--- src/rtl/circ_conv_pkg.sv ---
// Shared types and helpers for the circular-convolution sequencer.
package circ_conv_pkg;

    typedef enum logic [1:0] {
        LOAD = 2'd0,
        MAC  = 2'd1,
        OUT  = 2'd2
    } state_t;

    // Width used by the generic saturation helper; wide enough for any
    // practical accumulator.
    localparam int SAT_W = 64;

    // Accumulator width: enough headroom for N summed QLEN-bit products.
    function automatic int acc_w(input int qlen, input int n);
        return qlen + $clog2(n);
    endfunction

    // Clip a sign-extended accumulator into the signed qlen-bit range.
    // The caller keeps the low qlen bits of the result.
    function automatic logic signed [SAT_W-1:0] sat(input logic signed [SAT_W-1:0] acc,
                                                    input int                      qlen);
        logic signed [SAT_W-1:0] hi;
        logic signed [SAT_W-1:0] lo;
        hi = $signed((64'd1 << (qlen - 1)) - 64'd1);
        lo = -hi - 64'sd1;
        if (acc > hi) begin
            return hi;
        end else if (acc < lo) begin
            return lo;
        end
        return acc;
    endfunction

endpackage

--- src/rtl/fxp_mult.sv ---
// Signed fixed-point multiplier: full-width product rescaled by FRAC_SIZE,
// truncated to QLEN bits (overflow wraps).
module fxp_mult #(
    parameter int QLEN      = 16,
    parameter int FRAC_SIZE = 12
) (
    input  logic [QLEN-1:0] a_i,
    input  logic [QLEN-1:0] b_i,
    output logic [QLEN-1:0] p_o
);

    logic signed [2*QLEN-1:0] full;

    // Full 2*QLEN product; operands sign-extended first so the result is exact.
    assign full = (2*QLEN)'($signed(a_i)) * (2*QLEN)'($signed(b_i));

    // Keep bits [QLEN+FRAC_SIZE-1 : FRAC_SIZE] of the product.
    assign p_o = QLEN'(full >>> FRAC_SIZE);

endmodule

--- src/rtl/circ_conv_ctrl.sv ---
// N-point circular convolution sequencer: loads one frame of x/h pairs,
// runs N*N multiply-accumulates through one shared fxp_mult, then streams
// N saturated results.
module circ_conv_ctrl
    import circ_conv_pkg::*;
#(
    parameter int QLEN      = 16,
    parameter int FRAC_SIZE = 12,
    parameter int N         = 8
) (
    input  logic            clk,
    input  logic            rst,
    input  logic            in_valid,
    output logic            in_ready,
    input  logic [QLEN-1:0] in_x,
    input  logic [QLEN-1:0] in_h,
    output logic            out_valid,
    input  logic            out_ready,
    output logic [QLEN-1:0] out_y,
    output logic            out_last
);

    localparam int CW    = $clog2(N);
    localparam int ACC_W = acc_w(QLEN, N);
    localparam logic [CW-1:0] LAST_IDX = CW'(N - 1);

    state_t                    state_q, state_d;
    logic [CW-1:0]             i_q, i_d;
    logic [CW-1:0]             k_q, k_d;
    logic [CW-1:0]             j_q, j_d;
    logic signed [ACC_W-1:0]   acc_q, acc_d;

    logic [QLEN-1:0]           x_q [N];
    logic [QLEN-1:0]           h_q [N];
    logic [N-1:0]              we;

    logic                      in_hs;
    logic                      out_hs;
    logic [CW-1:0]             h_idx;
    logic [QLEN-1:0]           mul_a;
    logic [QLEN-1:0]           mul_b;
    logic [QLEN-1:0]           prod;
    logic signed [ACC_W-1:0]   prod_ext;
    logic signed [SAT_W-1:0]   acc_wide;

    assign in_ready  = (state_q == LOAD);
    assign out_valid = (state_q == OUT);
    assign in_hs     = in_valid && in_ready;
    assign out_hs    = out_valid && out_ready;

    // k - j in CW bits gives the modular kernel index for free.
    assign h_idx = k_q - j_q;
    assign mul_a = x_q[j_q];
    assign mul_b = h_q[h_idx];

    fxp_mult #(
        .QLEN      (QLEN),
        .FRAC_SIZE (FRAC_SIZE)
    ) u_mult (
        .a_i (mul_a),
        .b_i (mul_b),
        .p_o (prod)
    );

    assign prod_ext = {{CW{prod[QLEN-1]}}, prod};

    // One write strobe per register-file entry, decoded from the load index.
    // Writes are suppressed while reset is asserted.
    for (genvar gi = 0; gi < N; gi++) begin : g_we
        assign we[gi] = in_hs && !rst && (i_q == CW'(gi));
    end

    // X/H register files: written during LOAD, never cleared.
    always_ff @(posedge clk) begin
        for (int n = 0; n < N; n++) begin
            if (we[n]) begin
                x_q[n] <= in_x;
                h_q[n] <= in_h;
            end
        end
    end

    // State and counter registers.
    always_ff @(posedge clk or posedge rst) begin
        if (rst) begin
            state_q <= LOAD;
            i_q     <= '0;
            k_q     <= '0;
            j_q     <= '0;
            acc_q   <= '0;
        end else begin
            state_q <= state_d;
            i_q     <= i_d;
            k_q     <= k_d;
            j_q     <= j_d;
            acc_q   <= acc_d;
        end
    end

    // Next-state logic: load a frame, accumulate one product per cycle,
    // hold each result until the consumer takes it.
    always_comb begin
        state_d = state_q;
        i_d     = i_q;
        k_d     = k_q;
        j_d     = j_q;
        acc_d   = acc_q;
        case (state_q)
            LOAD: begin
                if (in_hs) begin
                    i_d = i_q + CW'(1);
                    if (i_q == LAST_IDX) begin
                        state_d = MAC;
                        k_d     = '0;
                        j_d     = '0;
                        acc_d   = '0;
                    end
                end
            end
            MAC: begin
                acc_d = acc_q + prod_ext;
                j_d   = j_q + CW'(1);
                if (j_q == LAST_IDX) begin
                    state_d = OUT;
                end
            end
            OUT: begin
                if (out_hs) begin
                    if (k_q == LAST_IDX) begin
                        state_d = LOAD;
                        i_d     = '0;
                    end else begin
                        state_d = MAC;
                        k_d     = k_q + CW'(1);
                        j_d     = '0;
                        acc_d   = '0;
                    end
                end
            end
            default: begin
                state_d = LOAD;
            end
        endcase
    end

    assign acc_wide = {{(SAT_W-ACC_W){acc_q[ACC_W-1]}}, acc_q};
    assign out_y    = out_valid ? QLEN'(sat(acc_wide, QLEN)) : '0;
    assign out_last = out_valid && (k_q == LAST_IDX);

endmodule

--- config.mk ---
export PLATFORM = sky130hd
export DESIGN_NAME = circ_conv_ctrl
export DESIGN_NICKNAME = d
export VERILOG_FILES = /design/src/rtl/circ_conv_pkg.sv /design/src/rtl/fxp_mult.sv /design/src/rtl/circ_conv_ctrl.sv
export SDC_FILE = /design/constraint.sdc
export NUM_CORES = 1
export LEC_CHECK = 0
export BUFFER_PORTS_ARGS = -buffer_cell sky130_fd_sc_hd__buf_2
export CAP_MARGIN = 10
export CORE_MARGIN = 2
export CORE_UTILIZATION = 47
export CTS_CLUSTER_SIZE = 40
export DETAILED_ROUTE_END_ITERATION = 10
export PLACE_DENSITY = 0.73
export SLEW_MARGIN = 20
export SYNTH_ARGS = -nofsm -noshare
export SYNTH_HDL_FRONTEND = slang
export SYNTH_SLANG_ARGS = --single-unit
--- constraint.sdc ---
create_clock -name clk -period 14.6 [get_ports clk]
set_input_delay 0.73 -clock clk [delete_from_list [all_inputs] [get_ports clk]]
set_output_delay 0.73 -clock clk [all_outputs]
set_load 0.005 [all_outputs]
==> results.md <==
* GP Congestion at between 0.9 and 1
* Pin count of the biggest net entering global routing at 43
* Vias in the first global route at roughly 14k
* Max-slew headroom at 0.258
* Via count at about 13k
* Synthesized area per cell at 12.0 um2
* Antenna viol nets, final at 0
* Clock Path Buffers at 3
* Layout cell share with drive strength beyond 1 at 0.113
* Num ports at 55
* DRT Pass-1 Iters at 5
* Die Y at about 210 um
* Final design area excluding fillers at around 23,000 um2
* Flops & latches, synth at ~290
* Global-route wire length before repair at roughly 77,000 um
* CP Data Arrival Time at around 12 ns
* Cells after synthesis at between 1.5k and 2k
* Worst setup EP type: flop
* Slowest CP cell: fa_2
* Avg WL per Cell at 20.0 um
* Postcts setup bufs at 0
* Kind of critical path: reg -> reg
* Max-slew violations at 0
* Worst Skew at roughly 0.022 ns
* Row count at slightly below 80
* Hold Vio Cnt, Final at 0
* Die X at between 200 and 250 um
* Cell Count, Final, Fillers Out at between 2k and 2.5k
* GR Overflow Total at 0
* Cell Area, Synth at between 20,000 and 25,000 um2
* Clock sink count at 286
* CTS clock-pin slew for the worst setup and hold paths at around 0.06 ns
* Clk Latency, worst-skew pair at between 0.5 and 0.6 ns
* Sequential area share after synthesis at 0.404
* CP Data Required Time at between 15 and 20 ns
* Final period util at 0.800
* Flop2flop setup slack at between 2 and 3 ns
* Async set-or-reset flop fraction in the synthesized netlist at 0.105
* Initial drt markers at approximately 1.1k
* CP startpoint kind: flop
* TritonCTS buffer count at 29
* Distinct cells, synth at 68
* Worst hold path type: in -> async
* RSZ-0062 raised after global routing: false
* Syn_nets at approximately 2.1k
* Die area at 46,200 um2
* Final setup vio count at 0
* DP Cell Count at between 2k and 2.5k
* Dpl cell area at about 22,000 um2
* Area Growth Syn to Fin at 8.41%
* Gr usage total at 0.213
* Fill cells at about 3.8k
* Core box area at between 40,000 and 50,000 um2
* Most area-consuming cells after synthesis: edfxtp_1, fa_1, ha_1
* Number of max-cap violations at 0
* Number of vias per cell at around 5.5
* Min Tclk post-route at ~12 ns
* CP max stage delay at roughly 1.2 ns
* Post-synth EDFFs at roughly 260
* Hold buffers post-CTS at 0
* CTS tree: yes
* Port bufs at 54
* PostCTS Resize Cnt at 0
* Syn. warnings at 0
* CTS H-tree lvls at 1
* Yosys top cell area share at 0.368
* Root Driver: clkbuf_16
* Final nets at roughly 2.2k
* Worst-Margin Slew at roughly 1.1 ns
* Drt drc at 0
* Setup TNS at 0 ns
* Critical path fanouts, max at 42
* Total Routed Length at 48,000 um
* Max Clock Freq at 0.0856 GHz
* Post-synth top flop: edfxtp_1
* Initial Util at 0.475
* Post-layout util at 0.515
* Final HPWL DP at around 35,000 um
* Status: completed
* Area leader, netlist: edfxtp_1
* Antenna violations before repair at 2
[critical path, delay by kind of cell, from the launching register on]
| family | cells | cell delay, ns |
|---|---|---|
| buf+inv | 8 | 1.10 |
| flops | 1 | 0.34 |
| fa+ha+maj | 10 | 5.02 |
| compound gates | 11 | 2.08 |
| xor+xnor | 1 | 0.14 |
| simple gates | 11 | 2.84 |
[routing by layer]
metal / vias up / GRT usage / share of wire
li1: 5863 / - / -
met1: 6713 / 0.269 / 0.39
met3: 120 / 0.0450 / 0.081
met5: - / 0 / 0
met4: 0 / 0.0799 / 0.038
met2: 522 / 0.364 / 0.49
[flip-flops by register name, summed over array words and instances (netlist names)]
register / flops
acc_q: 19
h_q: 128
i_q: 3
j_q: 3
k_q: 3
state_q: 2
x_q: 128
[stage by stage]
step	hold WS (ns)	worst slack, ns
floorplan	0.478	3.61
global placement	0.514	3.18
detailed placement	0.516	2.96
CTS	0.304	2.91
global route	0.345	2.03
finish	0.296	2.91
[worst paths after layout]
check	start	to	cells past startpoint
setup / recovery	j_q[0]	acc_q[18]	41
hold / removal	rst	i_q[1]	2
setup reg to reg	j_q[0]	acc_q[18]	41
hold reg to reg	acc_q[5]	acc_q[5]	2
max in group asynchronous	rst	j_q[0]	2
min in group clk	out_ready	state_q[1]	2
[cells by family (layout without fill, tap and decap cells)]
| kind of cell | count (synthesis) | count (layout) | share of synthesized area |
|---|---|---|---|
| xor+xnor | 45 | 45 | 0.0210 |
| mux | 86 | 86 | 0.0750 |
| other cells | 0 | 2 | 0 |
| buf+inv | 366 | 423 | 0.0681 |
| compound gates | 153 | 153 | 0.0496 |
| simple gates | 473 | 473 | 0.100 |
| fa+ha+maj | 334 | 334 | 0.282 |
| flops | 286 | 286 | 0.404 |
[synthesized netlist by cell type (22+ instances only)]
library cell / number
nand2_1: 198
mux4_2: 54
ha_1: 104
o21a_1: 24
fa_1: 230
o21ai_0: 34
clkbuf_1: 38
a21oi_1: 27
nor2_1: 144
inv_1: 298
dfrtp_1: 30
nor3_1: 22
and2_1: 25
xnor2_1: 30
edfxtp_1: 256
[final cells by class]
| type | count | area, um2 | area share |
|---|---|---|---|
| Multi-Input combinational cell | 1091 | 11100 | 0.489 |
| Inverter | 301 | 1130 | 0.0500 |
| Sequential cell | 286 | 8440 | 0.372 |
| Clock inverter | 12 | 114 | 0.00502 |
| Timing Repair Buffer | 71 | 398 | 0.0176 |
| Tap cell | 592 | 741 | 0.0327 |
| Clock buffer | 39 | 763 | 0.0337 |
| Antenna cell | 2 | 5.00 | 0.000221 |
[cells in the final DEF (no fill, tap or decap), types with 4 or more instances in the layout]
cell / n
nand2b_1: 20
xnor2_1: 29
a21o_1: 5
buf_2: 54
o211ai_1: 5
or2_2: 9
nand3_1: 14
mux2i_1: 19
and2_1: 20
o21a_1: 24
clkbuf_16: 29
nor2b_1: 7
dfrtp_1: 29
nand2_1: 198
or3_1: 8
o22ai_1: 10
mux2_2: 12
edfxtp_1: 256
clkbuf_1: 10
mux4_2: 54
nor3b_1: 7
nor2_1: 144
a211oi_1: 5
clkinv_1: 7
inv_1: 297
xor2_1: 11
a22o_1: 7
a221o_1: 4
a21oi_1: 26
a31oi_1: 6
o21ai_0: 34
buf_4: 17
and2_2: 4
nor3_1: 22
fa_1: 229
ha_1: 104
Power is left out: the tool's default activity adds up to more than one toggle a clock period on the data nets, which glitch-free logic cannot reach.
